==> src/rtl/pec_awfeed_pkg.sv <==
// Shared sizing defaults, FSM encoding and flag popcount for the PE activation/weight feeder.
package pec_pkg;

  localparam int unsigned BLOCK_DEPTH = 32;
  localparam int unsigned DATA_WIDTH  = 8;
  localparam int unsigned ACC_WIDTH   = 2*DATA_WIDTH + $clog2(BLOCK_DEPTH*3);

  // Widest flag vector popcount accepts; narrower vectors are zero-extended by the caller.
  localparam int unsigned POP_MAX = 256;

  typedef enum logic [2:0] {
    IDLE,
    LOAD,
    START,
    RUN,
    DRAIN,
    DONE
  } state_t;

  function automatic int unsigned popcount(input logic [POP_MAX-1:0] v);
    int unsigned n;
    n = 0;
    for (int unsigned i = 0; i < POP_MAX; i++) begin
      n = n + {31'b0, v[i]};
    end
    return n;
  endfunction

endpackage

==> src/rtl/pec_awfeed_if.sv <==
// Upstream side of the feeder: block header, compressed word writes and result handshake.
interface pec_awfeed_if #(
  parameter int unsigned BLOCK_DEPTH = pec_pkg::BLOCK_DEPTH,
  parameter int unsigned DATA_WIDTH  = pec_pkg::DATA_WIDTH,
  parameter int unsigned ACC_WIDTH   = 2*DATA_WIDTH + $clog2(BLOCK_DEPTH*3)
);
  logic                   I_Blk_Val;
  logic                   O_Blk_Rdy;
  logic [BLOCK_DEPTH-1:0] I_FlgAct;
  logic [BLOCK_DEPTH-1:0] I_FlgWei;
  logic [ACC_WIDTH-1:0]   I_Psum;
  logic                   I_Wr_Val;
  logic                   I_Wr_Sel;
  logic [DATA_WIDTH-1:0]  I_Wr_Data;
  logic                   O_Psum_Val;
  logic                   I_Psum_Rdy;
  logic [ACC_WIDTH-1:0]   O_Psum;
  logic                   O_Err;

  modport master (
    output I_Blk_Val, I_FlgAct, I_FlgWei, I_Psum, I_Wr_Val, I_Wr_Sel, I_Wr_Data, I_Psum_Rdy,
    input  O_Blk_Rdy, O_Psum_Val, O_Psum, O_Err
  );

  modport slave (
    input  I_Blk_Val, I_FlgAct, I_FlgWei, I_Psum, I_Wr_Val, I_Wr_Sel, I_Wr_Data, I_Psum_Rdy,
    output O_Blk_Rdy, O_Psum_Val, O_Psum, O_Err
  );
endinterface

==> src/rtl/pec_awfeed_awbuf_rf.sv <==
// Flop register file holding one block's compressed words: one write port, one async read port.
module awbuf_rf #(
  parameter int unsigned DEPTH = 32,
  parameter int unsigned WIDTH = 8
) (
  input  logic                     clk,
  input  logic                     rst_n,
  input  logic                     we,
  input  logic [$clog2(DEPTH)-1:0] waddr,
  input  logic [WIDTH-1:0]         wdata,
  input  logic [$clog2(DEPTH)-1:0] raddr,
  output logic [WIDTH-1:0]         rdata
);
  logic [WIDTH-1:0] mem [DEPTH];

  always_ff @(posedge clk or negedge rst_n) begin
    if (!rst_n) begin
      for (int unsigned i = 0; i < DEPTH; i++) mem[i] <= '0;
    end else if (we) begin
      mem[waddr] <= wdata;
    end
  end

  assign rdata = mem[raddr];
endmodule

==> src/rtl/pec_awfeed.sv <==
// Feeds compressed activation/weight words to the sparse MAC and returns its
// accumulated partial sum, one flag block at a time.
module pec_awfeed #(
  parameter int unsigned BLOCK_DEPTH = pec_pkg::BLOCK_DEPTH,
  parameter int unsigned DATA_WIDTH  = pec_pkg::DATA_WIDTH,
  parameter int unsigned ACC_WIDTH   = 2*DATA_WIDTH + $clog2(BLOCK_DEPTH*3)
) (
  input  logic                           clk,
  input  logic                           rst_n,
  pec_awfeed_if.slave                    up,
  output logic                           PECMAC_Sta,
  output logic [BLOCK_DEPTH-1:0]         PECMAC_FlgAct,
  output logic [BLOCK_DEPTH-1:0]         PECMAC_FlgWei,
  output logic [ACC_WIDTH-1:0]           MACMAC_Mac,
  output logic [DATA_WIDTH-1:0]          PECMAC_Act,
  output logic [DATA_WIDTH-1:0]          PECMAC_Wei,
  output logic                           PECMAC_ActWei_Val,
  input  logic                           MACAW_ValOffset,
  input  logic [$clog2(BLOCK_DEPTH)-1:0] MACAW_OffsetAct,
  input  logic [$clog2(BLOCK_DEPTH)-1:0] MACAW_OffsetWei,
  input  logic                           MACPEC_Fnh,
  input  logic [ACC_WIDTH-1:0]           MACCNV_Mac
);
  import pec_pkg::*;

  localparam int unsigned AW = $clog2(BLOCK_DEPTH);
  localparam int unsigned CW = AW + 1;

  state_t                state, state_nx;
  logic [CW-1:0]         n_act, n_wei, cnt_act, cnt_wei;
  logic                  run_seen, err;
  logic [ACC_WIDTH-1:0]  psum_q;
  logic                  wr_act, wr_wei, act_ok, wei_ok;
  logic [DATA_WIDTH-1:0] rd_act, rd_wei;

  assign wr_act = (state == LOAD) && up.I_Wr_Val && !up.I_Wr_Sel && (cnt_act < n_act);
  assign wr_wei = (state == LOAD) && up.I_Wr_Val &&  up.I_Wr_Sel && (cnt_wei < n_wei);
  assign act_ok = {1'b0, MACAW_OffsetAct} < cnt_act;
  assign wei_ok = {1'b0, MACAW_OffsetWei} < cnt_wei;

  awbuf_rf #(.DEPTH(BLOCK_DEPTH), .WIDTH(DATA_WIDTH)) u_act_buf (
    .clk(clk), .rst_n(rst_n), .we(wr_act), .waddr(cnt_act[AW-1:0]), .wdata(up.I_Wr_Data),
    .raddr(MACAW_OffsetAct), .rdata(rd_act)
  );

  awbuf_rf #(.DEPTH(BLOCK_DEPTH), .WIDTH(DATA_WIDTH)) u_wei_buf (
    .clk(clk), .rst_n(rst_n), .we(wr_wei), .waddr(cnt_wei[AW-1:0]), .wdata(up.I_Wr_Data),
    .raddr(MACAW_OffsetWei), .rdata(rd_wei)
  );

  always_ff @(posedge clk or negedge rst_n) begin
    if (!rst_n) state <= IDLE;
    else        state <= state_nx;
  end

  always_comb begin
    state_nx          = state;
    up.O_Blk_Rdy      = 1'b0;
    up.O_Psum_Val     = 1'b0;
    PECMAC_Sta        = 1'b0;
    PECMAC_ActWei_Val = 1'b0;
    unique case (state)
      IDLE: begin
        up.O_Blk_Rdy = 1'b1;
        if (up.I_Blk_Val) state_nx = LOAD;
      end
      // Registered counts are compared, so an empty block still spends one cycle here.
      LOAD:  if (cnt_act == n_act && cnt_wei == n_wei) state_nx = START;
      START: begin
        PECMAC_Sta = 1'b1;
        state_nx   = RUN;
      end
      RUN: begin
        PECMAC_ActWei_Val = 1'b1;
        if (run_seen && MACPEC_Fnh) state_nx = DRAIN;
      end
      DRAIN: state_nx = DONE;
      DONE: begin
        up.O_Psum_Val = 1'b1;
        if (up.I_Psum_Rdy) state_nx = IDLE;
      end
      default: state_nx = IDLE;
    endcase
  end

  always_comb begin
    PECMAC_Act = '0;
    PECMAC_Wei = '0;
    if (state == RUN) begin
      if (act_ok) PECMAC_Act = rd_act;
      if (wei_ok) PECMAC_Wei = rd_wei;
    end
  end

  always_ff @(posedge clk or negedge rst_n) begin
    if (!rst_n) begin
      PECMAC_FlgAct <= '0;
      PECMAC_FlgWei <= '0;
      MACMAC_Mac    <= '0;
      n_act         <= '0;
      n_wei         <= '0;
      cnt_act       <= '0;
      cnt_wei       <= '0;
      run_seen      <= 1'b0;
      err           <= 1'b0;
      psum_q        <= '0;
    end else begin
      run_seen <= (state == RUN);
      unique case (state)
        IDLE: if (up.I_Blk_Val) begin
          PECMAC_FlgAct <= up.I_FlgAct;
          PECMAC_FlgWei <= up.I_FlgWei;
          MACMAC_Mac    <= up.I_Psum;
          n_act         <= CW'(popcount(POP_MAX'(up.I_FlgAct)));
          n_wei         <= CW'(popcount(POP_MAX'(up.I_FlgWei)));
          cnt_act       <= '0;
          cnt_wei       <= '0;
        end
        LOAD: begin
          if (wr_act) cnt_act <= cnt_act + CW'(1);
          if (wr_wei) cnt_wei <= cnt_wei + CW'(1);
          if (up.I_Wr_Val && !wr_act && !wr_wei) err <= 1'b1;
        end
        RUN:   if (MACAW_ValOffset && (!act_ok || !wei_ok)) err <= 1'b1;
        DRAIN: psum_q <= MACCNV_Mac;
        default: ;
      endcase
    end
  end

  assign up.O_Psum = psum_q;
  assign up.O_Err  = err;
endmodule

==> src/flat_wrapper.sv <==
// flat-port wrapper written by rule: the top's interface ports become plain ports
module pec_awfeed_flat import pec_pkg::*;
#(
  parameter int unsigned BLOCK_DEPTH = pec_pkg::BLOCK_DEPTH,
  parameter int unsigned DATA_WIDTH  = pec_pkg::DATA_WIDTH,
  parameter int unsigned ACC_WIDTH   = 2*DATA_WIDTH + $clog2(BLOCK_DEPTH*3)
)
  (clk, rst_n, PECMAC_Sta, PECMAC_FlgAct, PECMAC_FlgWei, MACMAC_Mac, PECMAC_Act, PECMAC_Wei, PECMAC_ActWei_Val, MACAW_ValOffset, MACAW_OffsetAct, MACAW_OffsetWei, MACPEC_Fnh, MACCNV_Mac, up_I_Blk_Val, up_I_FlgAct, up_I_FlgWei, up_I_Psum, up_I_Wr_Val, up_I_Wr_Sel, up_I_Wr_Data, up_I_Psum_Rdy, up_O_Blk_Rdy, up_O_Psum_Val, up_O_Psum, up_O_Err);
  pec_awfeed_if #(.BLOCK_DEPTH(BLOCK_DEPTH), .DATA_WIDTH(DATA_WIDTH), .ACC_WIDTH(ACC_WIDTH)) up_i ();
  input  logic clk;
  input  logic rst_n;
  output logic PECMAC_Sta;
  output logic [BLOCK_DEPTH-1:0] PECMAC_FlgAct;
  output logic [BLOCK_DEPTH-1:0] PECMAC_FlgWei;
  output logic [ACC_WIDTH-1:0] MACMAC_Mac;
  output logic [DATA_WIDTH-1:0] PECMAC_Act;
  output logic [DATA_WIDTH-1:0] PECMAC_Wei;
  output logic PECMAC_ActWei_Val;
  input  logic MACAW_ValOffset;
  input  logic [$clog2(BLOCK_DEPTH)-1:0] MACAW_OffsetAct;
  input  logic [$clog2(BLOCK_DEPTH)-1:0] MACAW_OffsetWei;
  input  logic MACPEC_Fnh;
  input  logic [ACC_WIDTH-1:0] MACCNV_Mac;
  input wire logic [$bits(up_i.I_Blk_Val)-1:0] up_I_Blk_Val;
  input wire logic [$bits(up_i.I_FlgAct)-1:0] up_I_FlgAct;
  input wire logic [$bits(up_i.I_FlgWei)-1:0] up_I_FlgWei;
  input wire logic [$bits(up_i.I_Psum)-1:0] up_I_Psum;
  input wire logic [$bits(up_i.I_Wr_Val)-1:0] up_I_Wr_Val;
  input wire logic [$bits(up_i.I_Wr_Sel)-1:0] up_I_Wr_Sel;
  input wire logic [$bits(up_i.I_Wr_Data)-1:0] up_I_Wr_Data;
  input wire logic [$bits(up_i.I_Psum_Rdy)-1:0] up_I_Psum_Rdy;
  output wire logic [$bits(up_i.O_Blk_Rdy)-1:0] up_O_Blk_Rdy;
  output wire logic [$bits(up_i.O_Psum_Val)-1:0] up_O_Psum_Val;
  output wire logic [$bits(up_i.O_Psum)-1:0] up_O_Psum;
  output wire logic [$bits(up_i.O_Err)-1:0] up_O_Err;
  assign up_i.I_Blk_Val = up_I_Blk_Val;
  assign up_i.I_FlgAct = up_I_FlgAct;
  assign up_i.I_FlgWei = up_I_FlgWei;
  assign up_i.I_Psum = up_I_Psum;
  assign up_i.I_Wr_Val = up_I_Wr_Val;
  assign up_i.I_Wr_Sel = up_I_Wr_Sel;
  assign up_i.I_Wr_Data = up_I_Wr_Data;
  assign up_i.I_Psum_Rdy = up_I_Psum_Rdy;
  assign up_O_Blk_Rdy = up_i.O_Blk_Rdy;
  assign up_O_Psum_Val = up_i.O_Psum_Val;
  assign up_O_Psum = up_i.O_Psum;
  assign up_O_Err = up_i.O_Err;
  pec_awfeed #(.BLOCK_DEPTH(BLOCK_DEPTH), .DATA_WIDTH(DATA_WIDTH), .ACC_WIDTH(ACC_WIDTH)) u_core (.clk(clk), .rst_n(rst_n), .up(up_i), .PECMAC_Sta(PECMAC_Sta), .PECMAC_FlgAct(PECMAC_FlgAct), .PECMAC_FlgWei(PECMAC_FlgWei), .MACMAC_Mac(MACMAC_Mac), .PECMAC_Act(PECMAC_Act), .PECMAC_Wei(PECMAC_Wei), .PECMAC_ActWei_Val(PECMAC_ActWei_Val), .MACAW_ValOffset(MACAW_ValOffset), .MACAW_OffsetAct(MACAW_OffsetAct), .MACAW_OffsetWei(MACAW_OffsetWei), .MACPEC_Fnh(MACPEC_Fnh), .MACCNV_Mac(MACCNV_Mac));
endmodule
==> config.mk <==
export PLATFORM = sky130hd
export DESIGN_NAME = pec_awfeed_flat
export DESIGN_NICKNAME = d
export VERILOG_FILES = /design/src/rtl/pec_awfeed_pkg.sv /design/src/rtl/pec_awfeed_if.sv /design/src/rtl/pec_awfeed_awbuf_rf.sv /design/src/rtl/pec_awfeed.sv /design/src/flat_wrapper.sv
export SDC_FILE = /design/constraint.sdc
export NUM_CORES = 1
export LEC_CHECK = 0
export CELL_PAD_IN_SITES_DETAIL_PLACEMENT = 0
export CELL_PAD_IN_SITES_GLOBAL_PLACEMENT = 2
export CORE_MARGIN = 3
export CORE_UTILIZATION = 37
export CTS_CLUSTER_SIZE = 16
export DETAILED_ROUTE_END_ITERATION = 8
export PLACE_DENSITY_LB_ADDON = 0.1
export RECOVER_POWER = 100
export SYNTH_ARGS = -nofsm -noshare
export SYNTH_HDL_FRONTEND = slang
export SYNTH_SLANG_ARGS = --single-unit
==> constraint.sdc <==
create_clock -name clk -period 2.5 [get_ports clk]
set_clock_uncertainty 0.05 [all_clocks]
set_input_delay 0.5 -clock clk [delete_from_list [all_inputs] [get_ports clk]]
set_output_delay 0.5 -clock clk [all_outputs]
set_load 0.01 [all_outputs]
==> results of run 1 <==
-- cells by family after synthesis --
kind of cell / Yosys count / share of synthesized area
and+or+nand+nor: 415 / 0.0664
buffers and inverters: 249 / 0.0322
xor gates and xnor gates: 8 / 0.00224
adders and majority gates: 92 / 0.0484
muxes: 700 / 0.297
DFF: 651 / 0.521
AOI/OAI and AO/OA: 162 / 0.0325
-- flip-flops by register name (all words and copies together) (netlist names) --
register,flops
u_core.state,3
u_core.u_act_buf.mem,256
u_core.MACMAC_Mac,23
u_core.n_wei,6
u_core.cnt_act,6
u_core.PECMAC_FlgWei,32
u_core.up.O_Psum,23
u_core.n_act,6
u_core.u_wei_buf.mem,256
u_core.PECMAC_FlgAct,32
u_core.cnt_wei,6
u_core.run_seen,1
u_core.up.O_Err,1
-- how the worst max path moves through the flow --
stage / from / end / depth (start not counted) / slack, ps
6_report: up_I_FlgAct[0] / u_core.n_act[4]$_DFFE_PN0P_ / 20 / -2160
5_1_grt: up_I_FlgAct[0] / u_core.n_act[4]$_DFFE_PN0P_ / 20 / -2280
4_1_cts: up_I_FlgAct[0] / u_core.n_act[4]$_DFFE_PN0P_ / 20 / -2320
3_5_place_dp: up_I_FlgAct[0] / u_core.n_act[4]$_DFFE_PN0P_ / 20 / -3220
3_3_place_gp: up_I_FlgAct[0] / u_core.n_act[4]$_DFFE_PN0P_ / 20 / -3200
2_1_floorplan: up_I_FlgAct[1] / u_core.n_act[4]$_DFFE_PN0P_ / 19 / -2520
-- power by group --
group          switching (uW)  internal [uW]
sequential               1240          13100
combinational            6640           7490
clock                    4510           6650
total                   12400          27200
-- through the flow --
step           power (uW)  instances  hold WS, ps
6_report            39600       3929         57.8
5_1_grt             42400       3928         29.7
4_1_cts             40200       3923         14.5
3_5_place_dp        28100       3771          411
3_3_place_gp        27800       3771          407
2_1_floorplan       22000       2277          154
-- timing repair --
action	CTS	global route
gates cloned	0	3
gates resized for setup	230	50
hold endpoints to repair	29	0
setup buffers	14	6
hold buffers	2	0
endpoints found under the setup margin	254	392
pin swaps	78	57
-- routing by layer --
metal / track usage / up-vias / wire (um)
li1: - / 9048 / -
met1: 0.269 / 10444 / 38000
met2: 0.331 / 386 / 41200
met3: 0.0431 / 115 / 4550
met4: 0.0451 / 6 / 1790
met5: 0 / - / 41
-- critical path: stages --
cell                      delay, ps
sky130_fd_sc_hd__buf_8          100
sky130_fd_sc_hd__ha_4           250
sky130_fd_sc_hd__inv_2           30
sky130_fd_sc_hd__fa_1           470
sky130_fd_sc_hd__inv_1           50
sky130_fd_sc_hd__fa_1           480
sky130_fd_sc_hd__fa_2           550
sky130_fd_sc_hd__fa_1           430
sky130_fd_sc_hd__fa_1           510
sky130_fd_sc_hd__inv_2           40
sky130_fd_sc_hd__fa_1           490
sky130_fd_sc_hd__inv_2           40
sky130_fd_sc_hd__fa_2           340
sky130_fd_sc_hd__inv_2           70
sky130_fd_sc_hd__fa_2           200
sky130_fd_sc_hd__inv_2           30
sky130_fd_sc_hd__a21o_1         150
sky130_fd_sc_hd__a21oi_2        140
sky130_fd_sc_hd__xor2_1         150
sky130_fd_sc_hd__o21ai_1         70
-- area by class of cell --
cell class	instances	area share
diodes	1	0.0000618
clock buffers	111	0.0563
clock inverters	27	0.00612
inverters	100	0.00930
multi-input cells	1378	0.359
flip-flops and latches	651	0.402
well taps	1123	0.0347
repair buffers	538	0.132
-- cell usage in the layout, fill, tap and decap left out, types with 8 or more instances in the layout --
master / n
sky130_fd_sc_hd__buf_4: 174
sky130_fd_sc_hd__clkinv_2: 19
sky130_fd_sc_hd__nand2_4: 17
sky130_fd_sc_hd__inv_1: 76
sky130_fd_sc_hd__nor2b_4: 9
sky130_fd_sc_hd__fa_1: 42
sky130_fd_sc_hd__nor2b_1: 28
sky130_fd_sc_hd__a21oi_1: 31
sky130_fd_sc_hd__mux2i_1: 37
sky130_fd_sc_hd__clkbuf_16: 81
sky130_fd_sc_hd__inv_2: 23
sky130_fd_sc_hd__o21ai_1: 9
sky130_fd_sc_hd__nor2_4: 8
sky130_fd_sc_hd__nor2_1: 11
sky130_fd_sc_hd__mux2_2: 526
sky130_fd_sc_hd__nand2_1: 234
sky130_fd_sc_hd__clkdlybuf4s50_1: 86
sky130_fd_sc_hd__buf_2: 27
sky130_fd_sc_hd__dlygate4sd2_1: 27
sky130_fd_sc_hd__mux4_2: 128
sky130_fd_sc_hd__buf_6: 16
sky130_fd_sc_hd__nand3_1: 30
sky130_fd_sc_hd__a211oi_1: 13
sky130_fd_sc_hd__a22o_1: 15
sky130_fd_sc_hd__clkbuf_8: 16
sky130_fd_sc_hd__o21ai_0: 33
sky130_fd_sc_hd__ha_4: 8
sky130_fd_sc_hd__ha_1: 36
sky130_fd_sc_hd__nor3_1: 17
sky130_fd_sc_hd__buf_12: 64
sky130_fd_sc_hd__clkbuf_1: 23
sky130_fd_sc_hd__a211oi_2: 20
sky130_fd_sc_hd__a21oi_2: 15
sky130_fd_sc_hd__nor2_2: 11
sky130_fd_sc_hd__dfrtp_1: 651
sky130_fd_sc_hd__mux2_1: 9
sky130_fd_sc_hd__clkbuf_2: 12
sky130_fd_sc_hd__dlygate4sd3_1: 113
==> impl_metrics.tcl, run 1 <==
set metrics [dict create \
    outcome "complete, but fails checks" \
    violations "negative setup slack" \
    worstReg2RegEnd "u_core.u_wei_buf.mem[112]$_DFFE_PN0P_" \
    yosys_register_bits 651 \
    synth_top_cells_by_area "sky130_fd_sc_hd__dfrtp_1, sky130_fd_sc_hd__mux2_2, sky130_fd_sc_hd__mux4_2, sky130_fd_sc_hd__fa_1, sky130_fd_sc_hd__nand2_1" \
    final_area_um2 40500 \
    max_slew_margin 0.0603 \
    worstReg2RegStart "u_core.cnt_wei[1]$_DFFE_PN0P_" \
    power.density_nw_per_um2 979 \
    yosysTopAreaCellShare 0.521 \
    combined_area_of_all_synthesized_cells_um2 31200 \
    htree_levels 3 \
    num_vias 19999 \
    setup_slack_after_layout_ps -2160 \
    grt_max_degree 83 \
    dp_worst_setup_slack_ps -3220 \
    ctsLongestPathBuffers 3 \
    wl_per_cell_um 21.8 \
    avgViaCountPerCell 5.09 \
    groute.usage.overall 0.199 \
    synth_edf_count 0 \
    syn_area_per_cell_um2 13.7 \
    drtAntennaViolNets 0 \
    grt_pass1_wl_mm 134 \
    hold_path.class "input pin to register" \
    placement.io_buffers 266 \
    worstHoldStart "up_I_FlgAct[1]" \
    area_enclosed_by_the_die_boundary_um2 88000 \
    yosysWarningCount 0 \
    timing.hold.worst_endpoint "u_core.PECMAC_FlgAct[1]$_DFFE_PN0P_" \
    actual_transition_at_the_worst_max_transition_pin_ps 1410 \
    yosysSeqAreaShare 0.521 \
    starting_density_of_the_core 0.377 \
    cts_made_buffers 76 \
    fp.dieW_um 297 \
    detailed_place.area_um2 37500 \
    crit_required_ps 2930 \
    multi_input_comb_area_um2 14600 \
    n_fill_cell 7255 \
    routability_congestion_estimate_from_global_placement 0.785 \
    yosys.cell_count.top_type "sky130_fd_sc_hd__dfrtp_1" \
    drt_drc_violations_left 0 \
    nets 2973 \
    final_total_negative_setup_slack_ps -45620 \
    syn2layout_area_growth_pct 29.6 \
    clk_root_buffer_cell "sky130_fd_sc_hd__clkbuf_16" \
    placement_rows 105 \
    ioPinCount 267 \
    finalWorstPathRequiredPeriod_ps 4660 \
    grt_pass1_vias 22038 \
    initial_antenna_violation_count 4 \
    finish.utilization 0.489 \
    clk_latency_ps 600 \
    floorplan.die.height_um 297 \
    rrSetupSlack_ps -100 \
    ir_worst_vdd_mv 0.631 \
    overflow_left_after_global_routing 0 \
    layout.area.seq_um2 16300 \
    setup_crit_end_kind "register" \
    final.period_utilization 1.86 \
    cts_tree "done" \
    mappedNetlistNets 2505 \
    cts.sinks 651 \
    routed_wl_mm 85.6 \
    asr_flop_ratio_synth 1.00 \
    achievable-frequency_ghz 0.215 \
    dp_hpwl_mm 58.7 \
    drt_iter0_drc 909 \
    report.final.setup_viol 360 \
    total_leakage_power_uw 0.0195 \
    worst-path-max-fanout 2 \
    timing_hold_violations_final 0 \
    synth_top_area_cell "sky130_fd_sc_hd__dfrtp_1" \
    yosys_most_used_dff "sky130_fd_sc_hd__dfrtp_1" \
    drt-pass1-iter-count 5 \
    clk_pin_slew_worst_paths_ps 60 \
    final_layout_size_suffix_gt1_frac 0.441 \
    max-cap-violations 0 \
    worstSetupStartpointType "input pin" \
    critPathArrivalTime_ps 5090 \
    timing_max_transition_violations_final 0 \
    unrepaired_setup_endpoints_after_global_routing "true" \
    post_synth_inst_count 2277 \
    design.core.area_um2 82900 \
    number_of_distinct_standard_cells_referenced_by_the_synthesized_netlist 53 \
    r2r.worst_path.cells 9 \
    yosys-top-cells-count "sky130_fd_sc_hd__dfrtp_1, sky130_fd_sc_hd__mux2_2, sky130_fd_sc_hd__nand2_1" \
    worst_setup_path_class "input pin to register" \
    hold_path_depth 3 \
]
(Power assumes the default switching activity.)
==> inputs of run 2 (changes only) <==
--- a/config.mk
+++ b/config.mk
@@ -7,12 +7,13 @@
 export LEC_CHECK = 0
 export CELL_PAD_IN_SITES_DETAIL_PLACEMENT = 0
 export CELL_PAD_IN_SITES_GLOBAL_PLACEMENT = 2
-export CORE_MARGIN = 3
-export CORE_UTILIZATION = 37
+export CORE_MARGIN = 2
+export CORE_UTILIZATION = 42
 export CTS_CLUSTER_SIZE = 16
 export DETAILED_ROUTE_END_ITERATION = 8
 export PLACE_DENSITY_LB_ADDON = 0.1
 export RECOVER_POWER = 100
 export SYNTH_ARGS = -nofsm -noshare
 export SYNTH_HDL_FRONTEND = slang
+export SYNTH_HIERARCHICAL = 1
 export SYNTH_SLANG_ARGS = --single-unit
==> constraint.sdc (replaced) <==
create_clock -name clk -period 5.3 [get_ports clk]
set_clock_uncertainty 0.05 [all_clocks]
set_input_delay 1.06 -clock clk [delete_from_list [all_inputs] [get_ports clk]]
set_output_delay 1.06 -clock clk [all_outputs]
set_load 0.01 [all_outputs]
==> run 2 against run 1 <==
The flow finishes with violations (max-capacitance violations, max-slew violations); synthesized cell count is 5.4% lower; die area decreased by 14%; first-iteration DRC count rose by 14%; clock power decreased by 55%; via count fell by 7.6%; non-clock buffer count shrank 213; global-route usage increased by 1.5 points; core utilization rose by 2.0 points; hold slack improved by 360 ps; highest routed layer unchanged.
==> impl_metrics.tcl, run 2 <==
set metrics [dict create \
    outcome "complete, but fails checks" \
    violations "max-capacitance violations, max-slew violations" \
    yosys_most_used_dff "sky130_fd_sc_hd__dfrtp_1" \
    dp_worst_setup_slack_ps -758 \
    mostFrequentLayoutCells "sky130_fd_sc_hd__dfrtp_1, sky130_fd_sc_hd__mux2_2, sky130_fd_sc_hd__nand2_1" \
    max-cap-violations 5 \
    clk_pin_slew_worst_paths_ps 60 \
    report.final.setup_viol 0 \
    grt_max_degree 130 \
    placement.io_buffers 266 \
    reg_top3 "u_core/u_act_buf/mem (256), u_core/u_wei_buf/mem (256)" \
    final.period_utilization 0.969 \
    ctsLongestPathBuffers 3 \
    hold_path.class "register to register" \
    worstReg2RegStart "u_core/cnt_wei[4]$_DFFE_PN0P_" \
    groute.usage.overall 0.214 \
    routed_wl_mm 79.1 \
    synth_top_area_cell "sky130_fd_sc_hd__dfrtp_1" \
    cts.sinks 651 \
    finalNonFillerCells 3440 \
    floorplan.die.height_um 275 \
    grtUsageMet3 0.0362 \
    cts_made_buffers 74 \
    post-place-cells 3308 \
    global_route.usage.met1 0.310 \
    worst-path-max-fanout 27 \
    actual_transition_at_the_worst_max_transition_pin_ps 3420 \
    critPathSlowestCell "sky130_fd_sc_hd__dlygate4sd3_1" \
    synth_edf_count 0 \
    worst_setup_path_class "input pin to output port" \
    crit_required_ps 4190 \
    total_leakage_power_uw 0.0180 \
    critPathArrivalTime_ps 4020 \
    number_of_distinct_standard_cells_referenced_by_the_synthesized_netlist 45 \
    post_cts_setup_driven_buffer_insertion_count 0 \
    final_layout_size_suffix_gt1_frac 0.364 \
    placement_rows 99 \
    max_slew_margin -1.30 \
    cts_tree "done" \
    timing_hold_violations_final 0 \
    dp_hpwl_mm 52.4 \
    finalWorstPathRequiredPeriod_ps 5130 \
    fp.dieW_um 275 \
    critical_path.top_delay_family "multiplexers" \
    rrSetupSlack_ps 1290 \
    combined_area_of_all_synthesized_cells_um2 30800 \
    drt-pass1-iter-count 5 \
    yosys_register_bits 651 \
    commonest_non_fill_non_tap_cell_in_the_layout "sky130_fd_sc_hd__dfrtp_1" \
    worstSetupStartpointType "input pin" \
    n_fill_cell 6188 \
    yosysTopAreaCellShare 0.530 \
    clk_root_buffer_cell "sky130_fd_sc_hd__clkbuf_16" \
    syn_area_per_cell_um2 14.3 \
    achievable-frequency_ghz 0.195 \
    top_usage_layer "met2" \
    ir_worst_vdd_mv 0.248 \
    post-layout-total-power_uw 17000 \
    drt_iter0_drc 1034 \
    crit_top_cell "sky130_fd_sc_hd__mux4_2" \
    wl_per_cell_um 23.0 \
    drt_drc_violations_left 0 \
    holdBufCountCts 0 \
    num_vias 18482 \
    setup_crit_end_kind "output port" \
    post_synth_inst_count 2153 \
    hold_slack_ps 417 \
    drtAntennaViolNets 0 \
    starting_density_of_the_core 0.423 \
    cp_num_buf_inv 3 \
    multi_input_comb_area_um2 13500 \
    yosysSeqAreaShare 0.530 \
    nets 2645 \
    crit_path_cell_trace "clkbuf_2 > buf_12 > mux4_2 > mux4_2 > mux2_2 > and2_1 > dlygate4sd3_1" \
    area_enclosed_by_the_die_boundary_um2 75400 \
    mappedNetlistNets 2373 \
    grt_pass1_wl_mm 123 \
    avgViaCountPerCell 5.37 \
    critical_path_cell_count 7 \
    met2_usage 0.335 \
    overflow_left_after_global_routing 0 \
    ioPinCount 267 \
    grt_pass1_vias 19772 \
    yosys.cell_count.top_type "sky130_fd_sc_hd__dfrtp_1" \
    routability_congestion_estimate_from_global_placement 0.791 \
    initial_antenna_violation_count 6 \
    finish.utilization 0.509 \
    slowest_delay_ps 600 \
    asr_flop_ratio_synth 1.00 \
    clk_latency_ps 600 \
    r2r.worst_path.cells 7 \
    design.core.area_um2 72700 \
    yosysWarningCount 6 \
    synth_top_cells_by_area "sky130_fd_sc_hd__dfrtp_1, sky130_fd_sc_hd__mux2_2, sky130_fd_sc_hd__mux4_2, sky130_fd_sc_hd__nand2_1, sky130_fd_sc_hd__fa_1" \
    crit_end "PECMAC_Act[1]" \
    timing_max_transition_violations_final 209 \
    worstReg2RegEnd "u_core/u_wei_buf/mem[62]$_DFFE_PN0P_" \
    syn2layout_area_growth_pct 20.2 \
    unrepaired_setup_endpoints_after_global_routing "false" \
    power.density_nw_per_um2 459 \
    layout.area.seq_um2 16300 \
    htree_levels 3 \
    yosys-top-cells-count "sky130_fd_sc_hd__dfrtp_1, sky130_fd_sc_hd__mux2_2, sky130_fd_sc_hd__nand2_1" \
    cp-startpoint "MACAW_OffsetAct[1]" \
    setup_slack_after_layout_ps 165 \
]
==> run 2: cell types whose count changed after synthesis, sizes merged, moves of 31 or more <==
cell and change:
a21oi -33, mux4 +32, a211oi -33, nand3 -31, mux2i -34, nor2b -34
==> run 2: how the worst min path moves through the flow <==
stage                                                     from                              endpoint  cells after the start
after detailed placement     u_core/MACMAC_Mac[10]$_DFFE_PN0P_     u_core/MACMAC_Mac[10]$_DFFE_PN0P_                      2
after floorplan                    u_core/n_act[3]$_DFFE_PN0P_           u_core/n_act[3]$_DFFE_PN0P_                      2
after global placement       u_core/MACMAC_Mac[12]$_DFFE_PN0P_     u_core/MACMAC_Mac[12]$_DFFE_PN0P_                      2
after global routing      u_core/PECMAC_FlgAct[18]$_DFFE_PN0P_  u_core/PECMAC_FlgAct[18]$_DFFE_PN0P_                      2
final                      u_core/PECMAC_FlgAct[2]$_DFFE_PN0P_   u_core/PECMAC_FlgAct[2]$_DFFE_PN0P_                      2
after CTS                    u_core/MACMAC_Mac[10]$_DFFE_PN0P_     u_core/MACMAC_Mac[10]$_DFFE_PN0P_                      2
==> run 2: cell families (layout without fill, tap and decap cells) <==
family | Yosys count | after routing | share of synthesized area
XOR/XNOR | 8 | 8 | 0.00228
multiplexers | 715 | 715 | 0.320
buffers and inverters | 227 | 554 | 0.0303
flip-flops | 651 | 651 | 0.530
AO/OA/AOI/OAI | 84 | 84 | 0.0158
AND/OR/NAND/NOR | 384 | 384 | 0.0558
adder cells (fa/ha/maj) | 84 | 84 | 0.0459
other | 0 | 1 | 0
==> run 2: layout make-up <==
type	count	share of cell area
Multi-Input combinational cell	1275	0.366
Inverter	98	0.00995
Timing Repair Buffer	325	0.0865
Antenna cell	1	0.0000677
Clock buffer	117	0.0599
Tap cell	959	0.0325
Sequential cell	651	0.441
Clock inverter	14	0.00457
==> run 2: power breakdown <==
group / total (uW) / switching, uW / internal, uW
registers: 7180 / 789 / 6390
clock network: 5020 / 2050 / 2970
logic: 4790 / 1990 / 2790
total: 17000 / 4840 / 12200
==> run 2: what timing repair did <==
item                       in CTS  in global routing
setup endpoints to repair       2                  7
pin swaps                      10                 27
resized for setup               5                 46
==> run 2: metrics by stage <==
stage / setup TNS (ps) / cell area, um^2
2_1_floorplan: -15.2 / 30800
3_3_place_gp: -5410 / 34700
3_5_place_dp: -5350 / 34700
4_1_cts: -7.80 / 37000
5_1_grt: 0 / 37000
6_report: 0 / 37000
==> run 2: metal layers <==
metal / vias to the layer above / share of wire
met2: 378 / 0.46
met1: 9780 / 0.46
li1: 8206 / -
met3: 108 / 0.050
met4: 10 / 0.020
met5: - / 0.00086
==> run 2: worst min-delay path: stages, from the launching register on <==
cell                      delay [ps]
sky130_fd_sc_hd__dfrtp_1         340
sky130_fd_sc_hd__nand2_1          50
sky130_fd_sc_hd__nand2_1          50
==> inputs of run 3 (changes only) <==
--- a/config.mk
+++ b/config.mk
@@ -7,12 +7,13 @@
 export LEC_CHECK = 0
 export CELL_PAD_IN_SITES_DETAIL_PLACEMENT = 0
 export CELL_PAD_IN_SITES_GLOBAL_PLACEMENT = 2
+export CORE_ASPECT_RATIO = 1.2
 export CORE_MARGIN = 2
 export CORE_UTILIZATION = 42
 export CTS_CLUSTER_SIZE = 16
 export DETAILED_ROUTE_END_ITERATION = 8
 export PLACE_DENSITY_LB_ADDON = 0.1
-export RECOVER_POWER = 100
+export RECOVER_POWER = 50
 export SYNTH_ARGS = -nofsm -noshare
 export SYNTH_HDL_FRONTEND = slang
 export SYNTH_HIERARCHICAL = 1
==> run 3 against run 2 <==
The run still ends with max-capacitance violations, max-slew violations left; hold slack better by 4.6 ps; clock power up 2%; non-clock buffer count down 1; die area about the same; sequential share of layout area about the same; wire length down 1.4%; sequential cell count unchanged; clock-buffer cell count down 1.
==> impl_metrics.tcl, run 3 (synthesized netlist as in run 2, its figures left out) <==
set metrics [dict create \
    hold_path_depth 2 \
    drtAntennaViolNets 0 \
    commonest_non_fill_non_tap_cell_in_the_layout "sky130_fd_sc_hd__dfrtp_1" \
    multi_input_comb_area_um2 13600 \
    grt_pass1_wl_mm 122 \
    holdBufCountCts 0 \
    finalNonFillerCells 3415 \
    worst-path-max-fanout 2 \
    actual_transition_at_the_worst_max_transition_pin_ps 3270 \
    drt-pass1-iter-count 5 \
    groute.usage.overall 0.210 \
    hold_path.class "register to register" \
    r2r.worst_path.cells 3 \
    routed_wl_mm 77.9 \
    grt_max_degree 118 \
    starting_density_of_the_core 0.425 \
    cts_tree "done" \
    report.final.setup_viol 0 \
    routability_congestion_estimate_from_global_placement 0.789 \
    worstSetupStartpointType "input pin" \
    finalWorstPathRequiredPeriod_ps 5140 \
    grt_pass1_vias 19690 \
    max_slew_margin -1.20 \
    detailed_place.area_um2 34600 \
    worstReg2RegStart "u_core/state[2]$_DFFE_PN0P_" \
    layout.area.seq_um2 16300 \
    final_layout_size_suffix_gt1_frac 0.376 \
    critPathArrivalTime_ps 5530 \
    violations "max-capacitance violations, max-slew violations" \
    fp.dieW_um 251 \
    cp-startpoint "up_I_FlgWei[7]" \
    num_vias 18342 \
    drt_drc_violations_left 0 \
    area_enclosed_by_the_die_boundary_um2 75400 \
    worstReg2RegEnd "u_core/up.O_Psum[7]$_DFFE_PN0P_" \
    ioPinCount 267 \
    floorplan.die.height_um 300 \
    max-cap-violations 5 \
    avgViaCountPerCell 5.37 \
    design.core.area_um2 72400 \
    power.density_nw_per_um2 462 \
    n_fill_cell 6206 \
    reg_top3 "u_core/u_act_buf/mem (256), u_core/u_wei_buf/mem (256)" \
    clk_pin_slew_worst_paths_ps 60 \
    cts_made_buffers 73 \
    mostFrequentLayoutCells "sky130_fd_sc_hd__dfrtp_1, sky130_fd_sc_hd__mux2_2, sky130_fd_sc_hd__nand2_1" \
    overflow_left_after_global_routing 0 \
    nets 2643 \
    wl_per_cell_um 22.8 \
    placement_rows 108 \
    worstHoldStart "u_core/MACMAC_Mac[3]$_DFFE_PN0P_" \
    clk_root_buffer_cell "sky130_fd_sc_hd__clkbuf_16" \
    syn2layout_area_growth_pct 20.2 \
    timing.hold.worst_endpoint "u_core/MACMAC_Mac[3]$_DFFE_PN0P_" \
    rrSetupSlack_ps 1570 \
    final_area_um2 37000 \
    ir_worst_vdd_mv 0.306 \
    clk_latency_ps 600 \
    total_leakage_power_uw 0.0175 \
    achievable-frequency_ghz 0.195 \
    timing_hold_violations_final 0 \
    initial_antenna_violation_count 4 \
    worst_setup_path_class "input pin to register" \
    crit_required_ps 5700 \
    drt_iter0_drc 969 \
    cts.sinks 651 \
    ctsLongestPathBuffers 3 \
    dp_hpwl_mm 51.5 \
    unrepaired_setup_endpoints_after_global_routing "false" \
    outcome "complete, but fails checks" \
    timing_max_transition_violations_final 437 \
    htree_levels 3 \
    post-place-cells 3282 \
    hold_slack_ps 422 \
    placement.io_buffers 266 \
    setup_crit_end_kind "register" \
    final.period_utilization 0.969 \
]
## run 3: changes by cell type in the layout (fill, tap and decap cells not counted), moves of 5 or more
| cell | delta |
|---|---|
| sky130_fd_sc_hd__clkdlybuf4s50_1 | +121 |
| sky130_fd_sc_hd__dlygate4sd3_1 | -121 |
| sky130_fd_sc_hd__buf_4 | +11 |
| sky130_fd_sc_hd__dlymetal6s2s_1 | -9 |
| sky130_fd_sc_hd__nor2_1 | -9 |
| sky130_fd_sc_hd__nor2_2 | +9 |
| sky130_fd_sc_hd__clkbuf_1 | -8 |
| sky130_fd_sc_hd__and2_0 | -5 |
## run 3: power breakdown
group / switching, uW / total, uW / internal [uW] / leakage [uW]
Combinational: 1960 / 4760 / 2800 / 0.00759
Sequential: 809 / 7200 / 6390 / 0.00875
Clock: 2010 / 5100 / 3090 / 0.00119
## run 3: stage by stage
stage	setup WS [ps]	setup TNS, ps	util	power (uW)
finish	165	0	0.510	17100
global route	0.0768	0	0.510	18100
CTS	8.47	0	0.511	17300
detailed placement	-743	-5610	0.477	12100
global placement	-716	-5460	0.477	11800
floorplan	-15.2	-15.2	-	10500
## run 3: critical path, stage by stage
cell	delay, ps
sky130_fd_sc_hd__dlygate4sd2_1	260
sky130_fd_sc_hd__fa_1	510
sky130_fd_sc_hd__inv_1	50
sky130_fd_sc_hd__fa_1	480
sky130_fd_sc_hd__fa_1	520
sky130_fd_sc_hd__fa_1	570
sky130_fd_sc_hd__fa_1	450
sky130_fd_sc_hd__fa_1	540
sky130_fd_sc_hd__inv_2	50
sky130_fd_sc_hd__ha_4	160
sky130_fd_sc_hd__fa_2	350
sky130_fd_sc_hd__a21o_1	170
sky130_fd_sc_hd__a21oi_2	120
sky130_fd_sc_hd__xor2_1	160
sky130_fd_sc_hd__o21ai_1	70
## run 3: metal layers
metal / track usage / share of wire
met5: 0 / 0.00071
met4: 0.0551 / 0.019
met3: 0.0354 / 0.045
met2: 0.348 / 0.49
met1: 0.290 / 0.45
## run 3: worst max path at each step
stage / to / slack, ps
after floorplan: u_core/n_act[4]$_DFFE_PN0P_ / -20
after global placement: u_core/n_act[4]$_DFFE_PN0P_ / -720
after detailed placement: u_core/n_act[4]$_DFFE_PN0P_ / -740
after CTS: u_core/n_wei[4]$_DFFE_PN0P_ / 8
after global routing: u_core/n_act[4]$_DFFE_PN0P_ / 0.08
final: u_core/n_wei[4]$_DFFE_PN0P_ / 160
## run 3: what timing repair did
item                       in CTS  in global routing
setup buffers                   0                  1
gates resized for setup        19                 40
pin swaps                      15                 30
setup endpoints to repair       2                  6
## run 3: final cells by class
cell class,instances,share of cell area
flip-flops and latches,651,0.441
multi-input cells,1275,0.367
repair buffers,324,0.0847
clock buffers,116,0.0607
well taps,935,0.0316
inverters,98,0.00995
clock inverters,15,0.00501
diodes,1,0.0000677
